## config.mk

```make
export PLATFORM = sky130hd
export DESIGN_NAME = ps2_kbd_events_flat
export DESIGN_NICKNAME = d
export VERILOG_FILES = /design/src/rtl/ps2_kbd_events_if.sv /design/src/rtl/ps2_kbd_events.sv /design/src/flat_wrapper.sv
export SDC_FILE = /design/constraint.sdc
export NUM_CORES = 1
export LEC_CHECK = 0
export BUFFER_PORTS_ARGS = -buffer_cell sky130_fd_sc_hd__buf_2
export CELL_PAD_IN_SITES_DETAIL_PLACEMENT = 1
export CELL_PAD_IN_SITES_GLOBAL_PLACEMENT = 1
export CORE_ASPECT_RATIO = 1.1
export CORE_UTILIZATION = 30
export CTS_CLUSTER_SIZE = 12
export DETAILED_ROUTE_END_ITERATION = 16
export MAX_ROUTING_LAYER = met4
export PLACE_DENSITY_LB_ADDON = 0.15
export SETUP_SLACK_MARGIN = 0.02
export SLEW_MARGIN = 20
export SYNTH_ARGS = -nofsm -noshare
export SYNTH_HDL_FRONTEND = slang
export SYNTH_SLANG_ARGS = --single-unit
```

## constraint.sdc

```tcl
create_clock -name clk -period 8.5 [get_ports clk]
set_input_delay 0.85 -clock clk [delete_from_list [all_inputs] [get_ports clk]]
set_output_delay 0.85 -clock clk [all_outputs]
set_load 0.02 [all_outputs]
```

## src/rtl/ps2_kbd_events_if.sv

```systemverilog
// Key-event handshake between the scancode sequencer (master) and its consumer (slave).
// The master presents the FIFO head on ev_*; the slave accepts it with ev_ready.
interface ps2_kbd_events_if;
  logic [7:0] ev_code;
  logic       ev_extended;
  logic       ev_released;
  logic       ev_valid;
  logic       ev_ready;

  modport master (output ev_code, ev_extended, ev_released, ev_valid, input ev_ready);
  modport slave  (input ev_code, ev_extended, ev_released, ev_valid, output ev_ready);
endinterface

```

## src/rtl/ps2_kbd_events.sv

```systemverilog
// PS/2 set-2 scancode sequencer: folds E0/F0/E0F0/E1-Pause prefixes into single key events,
// buffers them in a show-ahead FIFO, and decodes keyboard status bytes into pulses.
module ps2_kbd_events #(
  parameter int FIFO_DEPTH     = 8,
  parameter int TIMEOUT_CYCLES = 2500000
) (
  input  logic                   clk,
  input  logic                   reset,
  input  logic [7:0]             ps2_code,
  input  logic                   ps2_strobe,
  input  logic                   ps2_err,
  ps2_kbd_events_if.master       ev,
  output logic                   overflow,
  input  logic                   overflow_clr,
  output logic                   bat_ok,
  output logic                   bat_fail,
  output logic                   ack,
  output logic                   resend,
  output logic                   kbd_overrun,
  output logic [7:0]             err_count
);

  localparam int AW = $clog2(FIFO_DEPTH);
  localparam int TW = $clog2(TIMEOUT_CYCLES);
  localparam logic [TW-1:0] TO_LAST = TW'(TIMEOUT_CYCLES - 1);

  localparam logic [2:0] ST_IDLE  = 3'd0;
  localparam logic [2:0] ST_E0    = 3'd1;
  localparam logic [2:0] ST_F0    = 3'd2;
  localparam logic [2:0] ST_E0F0  = 3'd3;
  localparam logic [2:0] ST_PAUSE = 3'd4;

  typedef struct packed {
    logic       released;
    logic       extended;
    logic [7:0] code;
  } ev_t;

  logic [2:0]    state, state_nxt;
  logic [2:0]    pause_cnt, pause_nxt;
  logic [TW-1:0] to_cnt;
  logic [4:0]    pulse_nxt;
  logic          push;
  ev_t           push_ev;

  ev_t           mem [FIFO_DEPTH];
  logic [AW:0]   wr_ptr, rd_ptr;
  logic          empty, full, pop, push_ok, drop;
  ev_t           head;

  // E0 12 / E0 59 are the fake-shift bytes wrapped around some extended keys.
  logic fake_shift;
  assign fake_shift = (ps2_code == 8'h12) || (ps2_code == 8'h59);

  always_comb begin
    // NOTE: every output of this block is given a default first, so no path can infer a latch.
    state_nxt = state;
    pause_nxt = pause_cnt;
    pulse_nxt = '0;
    push      = 1'b0;
    push_ev   = '0;
    if (ps2_err) begin
      state_nxt = ST_IDLE;
      pause_nxt = '0;
    end else if (ps2_strobe) begin
      case (state)
        ST_IDLE: begin
          case (ps2_code)
            8'hE0:        state_nxt = ST_E0;
            8'hF0:        state_nxt = ST_F0;
            8'hE1: begin
              state_nxt = ST_PAUSE;
              pause_nxt = 3'd1;
            end
            8'hAA:        pulse_nxt[4] = 1'b1;
            8'hFC:        pulse_nxt[3] = 1'b1;
            8'hFA:        pulse_nxt[2] = 1'b1;
            8'hFE:        pulse_nxt[1] = 1'b1;
            8'h00, 8'hFF: pulse_nxt[0] = 1'b1;
            default: begin
              push    = 1'b1;
              push_ev = '{released: 1'b0, extended: 1'b0, code: ps2_code};
            end
          endcase
        end
        ST_E0: begin
          state_nxt = (ps2_code == 8'hF0) ? ST_E0F0 : ST_IDLE;
          if (ps2_code != 8'hF0 && !fake_shift) begin
            push    = 1'b1;
            push_ev = '{released: 1'b0, extended: 1'b1, code: ps2_code};
          end
        end
        ST_F0: begin
          state_nxt = ST_IDLE;
          push      = 1'b1;
          push_ev   = '{released: 1'b1, extended: 1'b0, code: ps2_code};
        end
        ST_E0F0: begin
          state_nxt = ST_IDLE;
          if (!fake_shift) begin
            push    = 1'b1;
            push_ev = '{released: 1'b1, extended: 1'b1, code: ps2_code};
          end
        end
        ST_PAUSE: begin
          // Pause is eight bytes long; the eighth one emits the single E0-77 event.
          if (pause_cnt == 3'd7) begin
            state_nxt = ST_IDLE;
            pause_nxt = '0;
            push      = 1'b1;
            push_ev   = '{released: 1'b0, extended: 1'b1, code: 8'h77};
          end else begin
            pause_nxt = pause_cnt + 3'd1;
          end
        end
        default: state_nxt = ST_IDLE;
      endcase
    end else if (state != ST_IDLE && to_cnt == TO_LAST) begin
      state_nxt = ST_IDLE;
      pause_nxt = '0;
    end
  end

  assign empty   = (wr_ptr == rd_ptr);
  assign full    = (wr_ptr[AW] != rd_ptr[AW]) && (wr_ptr[AW-1:0] == rd_ptr[AW-1:0]);
  assign pop     = !empty && ev.ev_ready;
  assign push_ok = push && (!full || pop);
  assign drop    = push && full && !pop;

  always_ff @(posedge clk) begin
    // NOTE: sequential state uses non-blocking assignments so every register samples pre-edge values.
    if (reset) begin
      state       <= ST_IDLE;
      pause_cnt   <= '0;
      to_cnt      <= '0;
      wr_ptr      <= '0;
      rd_ptr      <= '0;
      overflow    <= 1'b0;
      err_count   <= '0;
      bat_ok      <= 1'b0;
      bat_fail    <= 1'b0;
      ack         <= 1'b0;
      resend      <= 1'b0;
      kbd_overrun <= 1'b0;
    end else begin
      state     <= state_nxt;
      pause_cnt <= pause_nxt;
      {bat_ok, bat_fail, ack, resend, kbd_overrun} <= pulse_nxt;

      if (ps2_strobe || ps2_err)
        to_cnt <= '0;
      else if (state != ST_IDLE && to_cnt != TO_LAST)
        to_cnt <= to_cnt + 1'b1;
      else
        to_cnt <= '0;

      if (ps2_err && err_count != 8'hFF)
        err_count <= err_count + 8'd1;

      if (push_ok) wr_ptr <= wr_ptr + 1'b1;
      if (pop)     rd_ptr <= rd_ptr + 1'b1;

      if (drop)
        overflow <= 1'b1;
      else if (overflow_clr)
        overflow <= 1'b0;
    end
  end

  // NOTE: the storage array has no reset; validity comes from the pointers, and the head is masked when empty.
  always_ff @(posedge clk) begin
    if (push_ok)
      mem[wr_ptr[AW-1:0]] <= push_ev;
  end

  assign head           = empty ? '0 : mem[rd_ptr[AW-1:0]];
  assign ev.ev_valid    = !empty;
  assign ev.ev_code     = head.code;
  assign ev.ev_extended = head.extended;
  assign ev.ev_released = head.released;

endmodule
```

## src/flat_wrapper.sv

```systemverilog
// flat-port wrapper written by rule: the top's interface ports become plain ports
module ps2_kbd_events_flat 
#(
  parameter int FIFO_DEPTH     = 8,
  parameter int TIMEOUT_CYCLES = 2500000
)
  (clk, reset, ps2_code, ps2_strobe, ps2_err, overflow, overflow_clr, bat_ok, bat_fail, ack, resend, kbd_overrun, err_count, ev_ev_code, ev_ev_extended, ev_ev_released, ev_ev_valid, ev_ev_ready);
  ps2_kbd_events_if ev_i ();
  input  logic clk;
  input  logic reset;
  input  logic [7:0] ps2_code;
  input  logic ps2_strobe;
  input  logic ps2_err;
  output logic overflow;
  input  logic overflow_clr;
  output logic bat_ok;
  output logic bat_fail;
  output logic ack;
  output logic resend;
  output logic kbd_overrun;
  output logic [7:0] err_count;
  output wire logic [$bits(ev_i.ev_code)-1:0] ev_ev_code;
  output wire logic [$bits(ev_i.ev_extended)-1:0] ev_ev_extended;
  output wire logic [$bits(ev_i.ev_released)-1:0] ev_ev_released;
  output wire logic [$bits(ev_i.ev_valid)-1:0] ev_ev_valid;
  input wire logic [$bits(ev_i.ev_ready)-1:0] ev_ev_ready;
  assign ev_ev_code = ev_i.ev_code;
  assign ev_ev_extended = ev_i.ev_extended;
  assign ev_ev_released = ev_i.ev_released;
  assign ev_ev_valid = ev_i.ev_valid;
  assign ev_i.ev_ready = ev_ev_ready;
  ps2_kbd_events #(.FIFO_DEPTH(FIFO_DEPTH), .TIMEOUT_CYCLES(TIMEOUT_CYCLES)) u_core (.clk(clk), .reset(reset), .ps2_code(ps2_code), .ps2_strobe(ps2_strobe), .ps2_err(ps2_err), .ev(ev_i), .overflow(overflow), .overflow_clr(overflow_clr), .bat_ok(bat_ok), .bat_fail(bat_fail), .ack(ack), .resend(resend), .kbd_overrun(kbd_overrun), .err_count(err_count));
endmodule
```

==> results by group, run 1 <==
Drt
  • Iter 0 DRT Violations: 178
  • Final WL: 13480 um
  • DR pass1 iterations: 5
  • DRC viols: 0
  • WL per Instance: 18.07 um
  • DR vias: between 3000 and 4000
  • Final ANT Viol Nets: 0
  • Vias per cell: around 5.0

Logic synthesis
  • Cells after Synth: 446
  • Synthesized cell area: 5703 sq um
  • Synthesis-stage register bit count: 133
  • Syn Nets: roughly 470
  • Compound-gate portion of the synthesized area: 4.695%
  • Leading area contributor after synthesis: edfxtp_1
  • Count leader, synth: edfxtp_1
  • Share of the synthesized area in the top cell type: 42.12%
  • Synth Area in XOR/XNOR: 4.914%
  • Post-synthesis adder-cell area fraction: ~1.3%
  • Top cells by area, synth: edfxtp_1 (42%), dfxtp_1 (19%), mux4_2 (7.9%), nor2_1 (4.5%), xor2_1 (3.1%)
  • Ys Warns: 0
  • Post-synthesis sequential area ratio: 60.73%
  • Post-Syn Area per Cell: 12.79 sq um
  • Async SR Flop Fraction: 0%
  • Post-synth EDFFs: 80
  • Post-synthesis mux area share: 10.38%
  • Main synth FF type: edfxtp_1
  • Synth Area in Simple Gates: 16.28%
  • Largest family of logic cells by synthesized area: simple AND/OR/NAND/NOR gates
  • Distinct cells, synth: 51
  • Commonest cells post-synth: edfxtp_1 (80), nor2_1 (68), dfxtp_1 (53)

Global routing
  • Vias in the first global route: 3892
  • First-pass GRT wire length: 21740 um
  • Total grt overflow: 0
  • Largest net degree at the start of global routing: 25
  • All-Layer GR Usage: 15.38%
  • Initial antenna violation count: 0

Worst hold path
  • Hold Crit Class: register to register

Clock tree
  • CTS Root Cell: clkbuf_16
  • Postcts setup bufs: 0
  • Clk slew on worst S/H paths: about 60 ps
  • CTS tree: built
  • Post-CTS sizing: 0
  • Max clock buf depth: 2
  • Worst skew pair latency: 420 ps
  • Total CTS buffers: 17
  • CTS Sinks: 133
  • Post-cts hold buffer count: 0
  • H-tree depth: 4

Timing
  • Final Skew: 10.52 ps
  • RSZ-0062 raised after global routing: false
  • Fin crit period: 3187 ps
  • Fin worst setup slack: 5313 ps
  • Fin Setup TNS: 0 ps
  • Period utilization: 37.49%
  • Worst-Margin Slew: 1014 ps
  • Hold violation count in the final report: 0
  • Max_slew headroom: 32.28%
  • Slew Limit Fails: 0
  • Final setup fails: 0
  • Fmax: 0.3138 GHz

Critical path
  • CP required: 8580 ps
  • Crit path buffers/inverters: 1
  • Critical Path, Cell by Cell: buf_2 > or4b_1 > a21oi_1 > a221oi_1 > a211oi_4 > nor2_1 > and3_1
  • CP startpoint kind: input port
  • Crit. End Element: register
  • Max incr delay on CP: 540 ps
  • Crit path max fanout: 12
  • CP delay by family, top: simple AND/OR/NAND/NOR gates
  • Critical path class: input port to register
  • Critical-path top delay cell: a211oi_4
  • Critical path arrival: 3270 ps

Floorplanning
  • Num rows: 52
  • Die Footprint: 19570 sq um
  • Initial Utilization: 30.86%
  • Core area: ~18000 sq um
  • Die Wd: 133.5 um
  • IO Pins: 39
  • Die height: approximately 150 um

Final layout
  • Synthesis-to-finish area growth: 18.56%
  • Net count, final: 510
  • Finished Core Util: 36.59%
  • Post-Layout Cell Count: 746
  • Share of layout cells above drive strength 1: 20.87%
  • ANT cells: 0

Run
  • Maximum Capacitance Violations: 0

Power and ir drop
  • Static leakage: 2.251 nW
  • Pwr/cell area: 220.3 nW/um^2
  • IR drop worst, VDD: 0.1214 mV

Placement
  • Placer Congestion: 0.8261
  • Port-buffer cells: 38
  • Setup WS pre-CTS: 4873 ps
  • # placed instances: slightly above 700
  • HPWL after detailed placement: 9280 um

Outcome
  • Run status: finished, final reports clean
## through the flow
stage | cell area, sq um | hold slack (ps) | power (W)
2_1_floorplan | 5703 | 429.5 | 0.0007939
3_3_place_gp | 6220 | 442.1 | 0.0008353
3_5_place_dp | 6220 | 454.2 | 0.0008372
4_1_cts | 6761 | 462.3 | 0.001512
5_1_grt | 6761 | 490.1 | 0.001550
6_report | 6761 | 458.6 | 0.001490
## report_power, final
group          switching (W)  leakage (nW)  internal, W
combinational      0.0000713         0.828    0.0000519
clock               0.000272         0.253     0.000398
sequential        0.00000849          1.17     0.000688
## cell type report
class | count | area [sq um]
Sequential cell | 133 | 3463
Clock buffer | 18 | 429.2
Timing Repair Buffer | 43 | 227.7
Clock inverter | 14 | 112.6
Multi-Input combinational cell | 288 | 2198
Tap cell | 243 | 304.0
Fill cell | 2015 | 11720
Inverter | 7 | 26.28
## cell families (layout without fill, tap and decap cells)
kind of cell,count (synthesis),after routing
and+or+nand+nor,179,179
DFF,133,133
AOI/OAI and AO/OA,37,37
muxes,34,34
xor gates and xnor gates,32,32
buffers and inverters,25,82
adders and majority gates,6,6
## sequential cells by signal, summed over array words and instances, names as in the netlist, named ones only
name,cells
u_core.ack,1
u_core.bat_fail,1
u_core.bat_ok,1
u_core.err_count,8
u_core.kbd_overrun,1
u_core.mem,80
u_core.overflow,1
u_core.pause_cnt,3
u_core.rd_ptr,4
u_core.resend,1
u_core.state,3
u_core.to_cnt,22
u_core.wr_ptr,4
## cell usage in the layout, fill, tap and decap left out, types with 4 or more instances in the layout
cell / Yosys / routed
buf_2: 2 / 38
ha_1: 6 / 6
nor4_1: 10 / 8
clkbuf_16: 0 / 17
nand4_1: 12 / 12
mux2i_1: 13 / 13
a21oi_1: 10 / 10
dfxtp_1: 53 / 53
o21a_1: 7 / 7
xnor2_1: 12 / 12
inv_1: 7 / 7
clkinv_2: 0 / 4
mux4_2: 20 / 20
nand2_1: 24 / 24
o21ai_0: 5 / 5
and3_1: 6 / 6
nor2b_1: 4 / 4
buf_4: 0 / 5
nand3_1: 13 / 13
edfxtp_1: 80 / 80
or3_1: 4 / 4
clkinvlp_4: 0 / 5
nor2_1: 68 / 68
nand2b_1: 6 / 6
xor2_1: 20 / 20
nor3_1: 7 / 7
## tightest hold or removal path, delay by kind of cell, from the launching register on
family | cells | cell delay (ps)
AOI/OAI and AO/OA | 1 | 50
DFF | 1 | 310
and+or+nand+nor | 1 | 50
## final timing paths
| check | endpoint | slack, ps | from | depth (start not counted) |
|---|---|---|---|---|
| max | u_core.mem[1][2] | 5310 | ps2_code[0] | 7 |
| min | u_core.pause_cnt[2] | 460 | u_core.pause_cnt[2] | 2 |
| max reg2reg | u_core.mem[1][2] | 5600 | u_core.wr_ptr[0] | 6 |
| min reg2reg | u_core.pause_cnt[2] | 460 | u_core.pause_cnt[2] | 2 |
## per-layer routing
metal	vias up	routed length [um]	part of all wire (%)	GRT usage (%)
met5	-	0	0	-
met4	0	254	1.9	6.080
met3	22	486	3.6	3.333
met2	75	6513	48	23.54
met1	1862	6228	46	19.78
li1	1755	-	-	-
Power figures use the tool's default switching activity.
==> inputs of run 2 (changes only) <==
Clock period 8.5 ns to 2.75 ns, I/O delays scaled along.
==> run 2 against run 1 <==
Effect of this change:
- largest cell class unchanged
- clock-buffer cell count is the same
- critical endpoint is now u_core.mem[2][5]
- first-iteration DRC count grew 21%
- sequential share of layout area shrank 1.7 points
- total power grew to 3.2 times the previous value
- largest power group is now the clock network
- worst hold slack lost 290 ps
- register-to-register slack lost 5400 ps
- non-clock buffer count grew 21
- setup slack lost 5100 ps
==> results by group, run 2 (synthesis gave the netlist of run 1 again) <==
Critical path
  • Critical-path top delay cell: nor4bb_4 (was a211oi_4)
  • Critical Path, Cell by Cell: or2_2 > nor2_1 > and4b_1 > a211oi_4 > nor2_2 > nor4bb_4 > buf_12 (was buf_2 > or4b_1 > a21oi_1 > a221oi_1 > a211oi_4 > nor2_1 > and3_1)
  • RR Startpoint: u_core.state[0] (was u_core.wr_ptr[0])
  • R2R cell count: 7 (was 6)
  • Critical path class: register to register (was input port to register)
  • CP startpoint kind: register (was input port)
  • Max incr delay on CP: 400 ps (was 540 ps)
  • Crit path max fanout: 10 (was 12)
  • Crit. End Element: register (unchanged)
  • CP required: 2880 ps (was 8580 ps)
  • Crit path buffers/inverters: 1 (unchanged)
  • CP delay by family, top: simple AND/OR/NAND/NOR gates (unchanged)
  • Critical path arrival: 2630 ps (was 3270 ps)
  • Flop-to-flop setup slack: 250 ps (was 5600 ps)
  • RR Endpoint: u_core.mem[2][5] (was u_core.mem[1][2])

Placement
  • Port-buffer cells: 38 (unchanged)
  • HPWL after detailed placement: 9414 um (was 9280 um)
  • Setup WS pre-CTS: 83.93 ps (was 4873 ps)
  • Placer Congestion: 0.7815 (was 0.8261)

Timing
  • Worst Hold Margin: 171.2 ps (was 458.6 ps)
  • Final setup fails: 0 (unchanged)
  • Worst-Margin Slew: 1099 ps (was 1014 ps)
  • Final Skew: 5.969 ps (was 10.52 ps)
  • Fmax: 0.3998 GHz
  • Hold violation count in the final report: 0 (unchanged)
  • Max_slew headroom: 26.58% (was 32.28%)
  • Slew Limit Fails: 0 (unchanged)
  • Fin worst setup slack: 248.4 ps (was 5313 ps)
  • Fin crit period: 2502 ps
  • Period utilization: ~91%
  • RSZ-0062 raised after global routing: false (unchanged)
  • Fin Setup TNS: 0 ps (unchanged)

Worst hold path
  • Hold path endpoint: u_core.overflow (was u_core.pause_cnt[2])
  • Hold Crit Depth: 3 (was 2)
  • Hold Crit Class: input port to register (was register to register)
  • HP Start: overflow_clr (was u_core.pause_cnt[2])

Power and ir drop
  • Static leakage: 2.377 nW (was 2.251 nW)
  • IR drop worst, VDD: 0.4007 mV (was 0.1214 mV)
  • Clk pwr share: 46.5% (was 45.0%)
  • Internal: 0.003647 W (was 0.001138 W)
  • Psw: 0.001141 W (was 0.0003514 W)
  • Fraction of power consumed by sequential logic: 44.8% (was 46.8%)
  • Logic gate share of total power: 8.6% (was 8.3%)
  • Pwr/cell area: 684.0 nW/um^2 (was 220.3 nW/um^2)
  • Total power: 0.004788 W (was 0.001490 W)
  • Sw frac: 23.84% (was 23.59%)

Final layout
  • Synthesis-to-finish area growth: 22.75% (was 18.56%)
  • Finished Core Util: 37.89% (was 36.59%)
  • Net count, final: 531 (was 510)
  • Max FFs per register: 80 (unchanged)
  • Fillcell total: 1999 (was 2015)
  • Share of layout cells above drive strength 1: 24.43% (was 20.87%)
  • ANT cells: 0 (unchanged)
  • Commonest non-fill, non-tap cell in the layout: edfxtp_1 (unchanged)
  • Most frequent cells in the layout: edfxtp_1 (80), nor2_1 (67), dfxtp_1 (53), buf_2 (38), nand2_1 (24) (was edfxtp_1 (80), nor2_1 (68), dfxtp_1 (53), buf_2 (38), nand2_1 (24))

Clock tree
  • H-tree depth: 4 (unchanged)
  • CTS tree: built (unchanged)
  • Postcts setup bufs: 0 (unchanged)
  • Total CTS buffers: 17 (unchanged)
  • Clk slew on worst S/H paths: 60 ps (about the same)
  • CTS Root Cell: clkbuf_16 (unchanged)
  • Worst skew pair latency: 420 ps (about the same)
  • CTS Sinks: 133 (unchanged)
  • Max clock buf depth: 2 (unchanged)

Drt
  • Met2 Wirelength: 7248 um (was 6513 um)
  • DR pass1 iterations: 4 (was 5)
  • WL per Instance: 17.48 um (was 18.07 um)
  • DRC viols: 0 (unchanged)
  • Highest metal used: met4 (unchanged)
  • Met1 WL: 5589 um (was 6228 um)
  • Wire length on met3: 289 um (was 486 um)
  • Vias per cell: 4.879 (was 4.979)
  • DR vias: 3742 (was 3714)
  • Final ANT Viol Nets: 0 (unchanged)
  • Final WL: 13410 um (was 13480 um)
  • Iter 0 DRT Violations: 215 (was 178)

Global routing
  • Largest net degree at the start of global routing: 24 (was 25)
  • All-Layer GR Usage: 15.05% (was 15.38%)
  • First-pass GRT wire length: 21450 um (was 21740 um)
  • Total grt overflow: 0 (unchanged)
  • Initial antenna violation count: 0 (unchanged)
  • Vias in the first global route: 4059 (was 3892)

Floorplanning
  • Core area: 18480 sq um (unchanged)
  • IO Pins: 39 (unchanged)
  • Die height: 146.6 um (unchanged)
  • Die Footprint: 19570 sq um (unchanged)
  • Die Wd: 133.5 um (unchanged)
  • Num rows: 52 (unchanged)
  • Initial Utilization: 30.86% (unchanged)

Outcome
  • Run status: finished, final reports clean (unchanged)

Run
  • Maximum Capacitance Violations: 0 (unchanged)
## run 2: cell types whose count changed in the layout (fill, tap and decap cells not counted), moves of 3 or more
cell	delta
buf_12	+4
buf_4	+17
clkinv_2	-3
inv_6	+4
## run 2: worst max path at each step
stage | startpoint | end | slack, ps | depth (start not counted)
after CTS | u_core.state[0] | u_core.mem[2][5] | 120 | 7
after detailed placement | ps2_code[0] | u_core.mem[2][5] | 80 | 9
after floorplan | u_core.state[0] | u_core.mem[4][0] | 50 | 5
after global placement | ps2_code[3] | u_core.mem[0][6] | 140 | 8
after global routing | u_core.state[0] | u_core.mem[7][7] | 90 | 5
final | u_core.state[0] | u_core.mem[2][5] | 250 | 7
## run 2: metrics by stage
step | cells | instance area, sq um
after floorplan | 446 | 5737
after global placement | 735 | 6419
after detailed placement | 735 | 6419
after CTS | 767 | 6998
after global routing | 767 | 7000
final | 767 | 7000
## run 2: cell type report
cell class / count / area [sq um] / area share (%)
multi-input combinational: 288 / 2192 / 31.31
clock buffer: 18 / 429.2 / 6.130
clock inverter: 14 / 150.1 / 2.145
sequential: 133 / 3463 / 49.47
timing repair buffer: 64 / 435.4 / 6.220
tap: 243 / 304.0 / 4.343
inverter: 7 / 26.28 / 0.3753
## run 2: worst reg2reg max path: stages, from the launching register on
cell	delay [ps]
dfxtp_1	380
or2_2	370
nor2_1	210
and4b_1	330
a211oi_4	90
nor2_2	250
nor4bb_4	400
buf_12	190
## run 2: power by group through the flow
stage | clock network [W] | logic [W] | registers [W]
global route | 0.00236 | 0.000453 | 0.00215
detailed placement | 0 | 0.000425 | 0.00219
floorplan | 0 | 0.000272 | 0.00218
CTS | 0.00228 | 0.000426 | 0.00215
global placement | 0 | 0.000419 | 0.00219
finish | 0.00223 | 0.000413 | 0.00215
## run 2: metal layers
metal	up-vias	GRT usage, %
met5	-	-
met4	0	6.932
met3	21	3.160
met2	49	27.37
met1	1874	15.31
li1	1798	-
## run 2: what timing repair did
| item | in CTS | in global routing |
|---|---|---|
| hold buffers | 0 | 0 |
| endpoints found under the setup margin | 0 | 10 |
| resized for setup | 0 | 1 |
==> inputs of run 3 (changes only) <==
--- a/config.mk
+++ b/config.mk
@@ -15,4 +15,5 @@
 export MAX_ROUTING_LAYER = met4
 export PLACE_DENSITY_LB_ADDON = 0.15
+export RECOVER_POWER = 25
 export SETUP_SLACK_MARGIN = 0.02
 export SLEW_MARGIN = 20
==> constraint.sdc (replaced) <==
create_clock -name clk -period 2.8 [get_ports clk]
set_input_delay 0.14 -clock clk [delete_from_list [all_inputs] [get_ports clk]]
set_output_delay 0.14 -clock clk [all_outputs]
set_load 0.02 [all_outputs]
==> run 3 against run 2 <==
Effect of this change:
- sequential cell count stayed put
- critical path depth is 1 lower
- largest cell class unchanged
- via count is 0.27% higher
- largest power group is now registers
==> results by group, run 3 (synthesis gave the netlist of run 1 again) <==
Placement
  • HPWL after detailed placement: 9338 um (was 9414 um)
  • Port-buffer cells: 38 (unchanged)
  • Setup WS pre-CTS: 176.7 ps (was 83.93 ps)
  • Placer Congestion: 0.7902 (was 0.7815)

Clock tree
  • Postcts setup bufs: 0 (unchanged)
  • CTS tree: built (unchanged)
  • Total CTS buffers: 17 (unchanged)
  • CTS Root Cell: clkbuf_16 (unchanged)
  • Worst skew pair latency: 420 ps (about the same)
  • H-tree depth: 4 (unchanged)
  • CTS Sinks: 133 (unchanged)
  • Max clock buf depth: 2 (unchanged)
  • Clk slew on worst S/H paths: 60 ps (about the same)
  • Post-cts hold buffer count: 0 (unchanged)
  • Post-CTS sizing: 0 (unchanged)

Drt
  • DR vias: 3752 (was 3742)
  • Final ANT Viol Nets: 0 (unchanged)
  • DRC viols: 0 (unchanged)
  • WL per Instance: 17.63 um (was 17.48 um)
  • Vias per cell: 4.937 (was 4.879)
  • Final WL: 13400 um (was 13410 um)
  • Iter 0 DRT Violations: 139 (was 215)
  • DR pass1 iterations: 4 (unchanged)

Run
  • Maximum Capacitance Violations: 0 (unchanged)

Timing
  • Final Skew: 7.785 ps (was 5.969 ps)
  • Period utilization: 93.02% (was 90.97%)
  • Final setup fails: 0 (unchanged)
  • Slew Limit Fails: 0 (unchanged)
  • Fin worst setup slack: 195.5 ps (was 248.4 ps)
  • Fmax: 0.3839 GHz (was 0.3998 GHz)
  • Worst-Margin Slew: 898.5 ps (was 1099 ps)
  • Fin crit period: 2605 ps (was 2502 ps)
  • Max_slew headroom: 39.97% (was 26.58%)
  • Fin Setup TNS: 0 ps (unchanged)
  • Hold violation count in the final report: 0 (unchanged)
  • RSZ-0062 raised after global routing: false (unchanged)

Critical path
  • Flop-to-flop setup slack: 200 ps (was 250 ps)
  • RR Endpoint: u_core.mem[3][1] (was u_core.mem[2][5])
  • R2R cell count: 6 (was 7)
  • CP startpoint kind: register (unchanged)
  • Critical path class: register to register (unchanged)
  • Crit. End Element: register (unchanged)
  • RR Startpoint: u_core.state[1] (was u_core.state[0])
  • Critical path arrival: 2660 ps (was 2630 ps)
  • CP required: 2850 ps (was 2880 ps)
  • Crit path max fanout: 10 (unchanged)

Global routing
  • Initial antenna violation count: 0 (unchanged)
  • Total grt overflow: 0 (unchanged)
  • All-Layer GR Usage: 15.38% (was 15.05%)
  • Vias in the first global route: 4012 (was 4059)
  • Largest net degree at the start of global routing: 25 (was 24)
  • First-pass GRT wire length: 22160 um (was 21450 um)

Final layout
  • ANT cells: 0 (unchanged)
  • Max FFs per register: 80 (unchanged)
  • Net count, final: 524 (was 531)
  • Share of layout cells above drive strength 1: 19.34% (was 24.43%)
  • Commonest non-fill, non-tap cell in the layout: edfxtp_1 (unchanged)
  • Synthesis-to-finish area growth: 18.98% (was 22.75%)
  • Most frequent cells in the layout: edfxtp_1 (80), nor2_1 (68), dfxtp_1 (53), nand2_1 (24), buf_2 (23) (was edfxtp_1 (80), nor2_1 (67), dfxtp_1 (53), buf_2 (38), nand2_1 (24))

Outcome
  • Run status: finished, final reports clean (unchanged)

Power and ir drop
  • Psw: 0.001125 W (was 0.001141 W)
  • Sw frac: 24.98% (was 23.84%)
  • IR drop worst, VDD: 0.4010 mV (was 0.4007 mV)
  • Logic gate share of total power: 8.7% (was 8.6%)
  • Pwr/cell area: 664.1 nW/um^2 (was 684.0 nW/um^2)
  • Static leakage: 2.222 nW (was 2.377 nW)
  • Fraction of power consumed by sequential logic: 46.7% (was 44.8%)
  • Clk pwr share: 44.7% (was 46.5%)
  • Internal: 0.003380 W (was 0.003647 W)

Floorplanning
  • Die Wd: 133.5 um (unchanged)
  • Num rows: 52 (unchanged)
  • Core area: 18480 sq um (unchanged)
  • IO Pins: 39 (unchanged)
  • Initial Utilization: 30.86% (unchanged)
  • Die height: 146.6 um (unchanged)
  • Die Footprint: 19570 sq um (unchanged)

Worst hold path
  • Hold Crit Depth: 3 (unchanged)
  • Hold Crit Class: input port to register (unchanged)
  • HP Start: overflow_clr (unchanged)
  • Hold path endpoint: u_core.overflow (unchanged)
## run 3: cell count changes in the layout (fill, tap and decap cells not counted), moves of 2 or more
| cell | delta |
|---|---|
| clkbuf_1 | +20 |
| bufinv_16 | -2 |
| buf_2 | -15 |
| buf_12 | -4 |
| inv_6 | -2 |
| buf_4 | -8 |
| clkinv_2 | +2 |
## run 3: routing by layer
layer | vias to the layer above | track usage, % | wire (um)
met4 | 0 | 6.193 | 222
met2 | 59 | 26.09 | 7022
met3 | 14 | 3.160 | 399
met1 | 1890 | 17.66 | 5750
met5 | - | - | 0
li1 | 1789 | - | -
## run 3: worst max-delay path: stages, from the launching register on
cell	delay (ps)
dfxtp_1	350
or2_2	320
nor2_1	210
and4b_1	260
a211oi_1	110
nor2_1	390
and4b_1	600
## run 3: final cells by class
class / instances / area [sq um]
flip-flops and latches: 133 / 3463
fillers: 2019 / 11690
clock inverters: 14 / 103.9
inverters: 7 / 26.28
well taps: 243 / 304.0
repair buffers: 57 / 295.3
multi-input cells: 288 / 2163
clock buffers: 18 / 429.2
## run 3: how the worst max path moves through the flow
| stage | from | to | slack, ps | depth (start not counted) |
|---|---|---|---|---|
| 6_report | u_core.state[1] | u_core.mem[3][1] | 200 | 6 |
| 5_1_grt | u_core.pause_cnt[0] | u_core.mem[3][1] | 20 | 6 |
| 4_1_cts | u_core.state[1] | u_core.mem[5][6] | 160 | 6 |
| 3_5_place_dp | u_core.state[1] | u_core.mem[3][4] | 180 | 6 |
| 3_3_place_gp | ps2_code[0] | u_core.mem[5][1] | 290 | 7 |
| 2_1_floorplan | u_core.state[0] | u_core.mem[6][0] | 40 | 4 |
## run 3: power by group through the flow
stage               logic [W]  registers [W]  clock network (W)
finish               0.000390        0.00210            0.00201
global route         0.000431        0.00211            0.00216
CTS                  0.000410        0.00210            0.00208
detailed placement   0.000409        0.00215                  0
global placement     0.000403        0.00214                  0
floorplan            0.000266        0.00215                  0
## run 3: metrics by stage
step           instances  hold WS (ps)  cell area (sq um)  total power [W]  utilization (%)
2_1_floorplan        446         286.9               5722         0.002412                -
3_3_place_gp         728         445.1               6302         0.002548            34.11
3_5_place_dp         728         436.8               6302         0.002555            34.11
4_1_cts              760        0.2504               6835         0.004590            36.99
5_1_grt              760         24.77               6785         0.004693            36.72
6_report             760         17.76               6785         0.004506            36.72
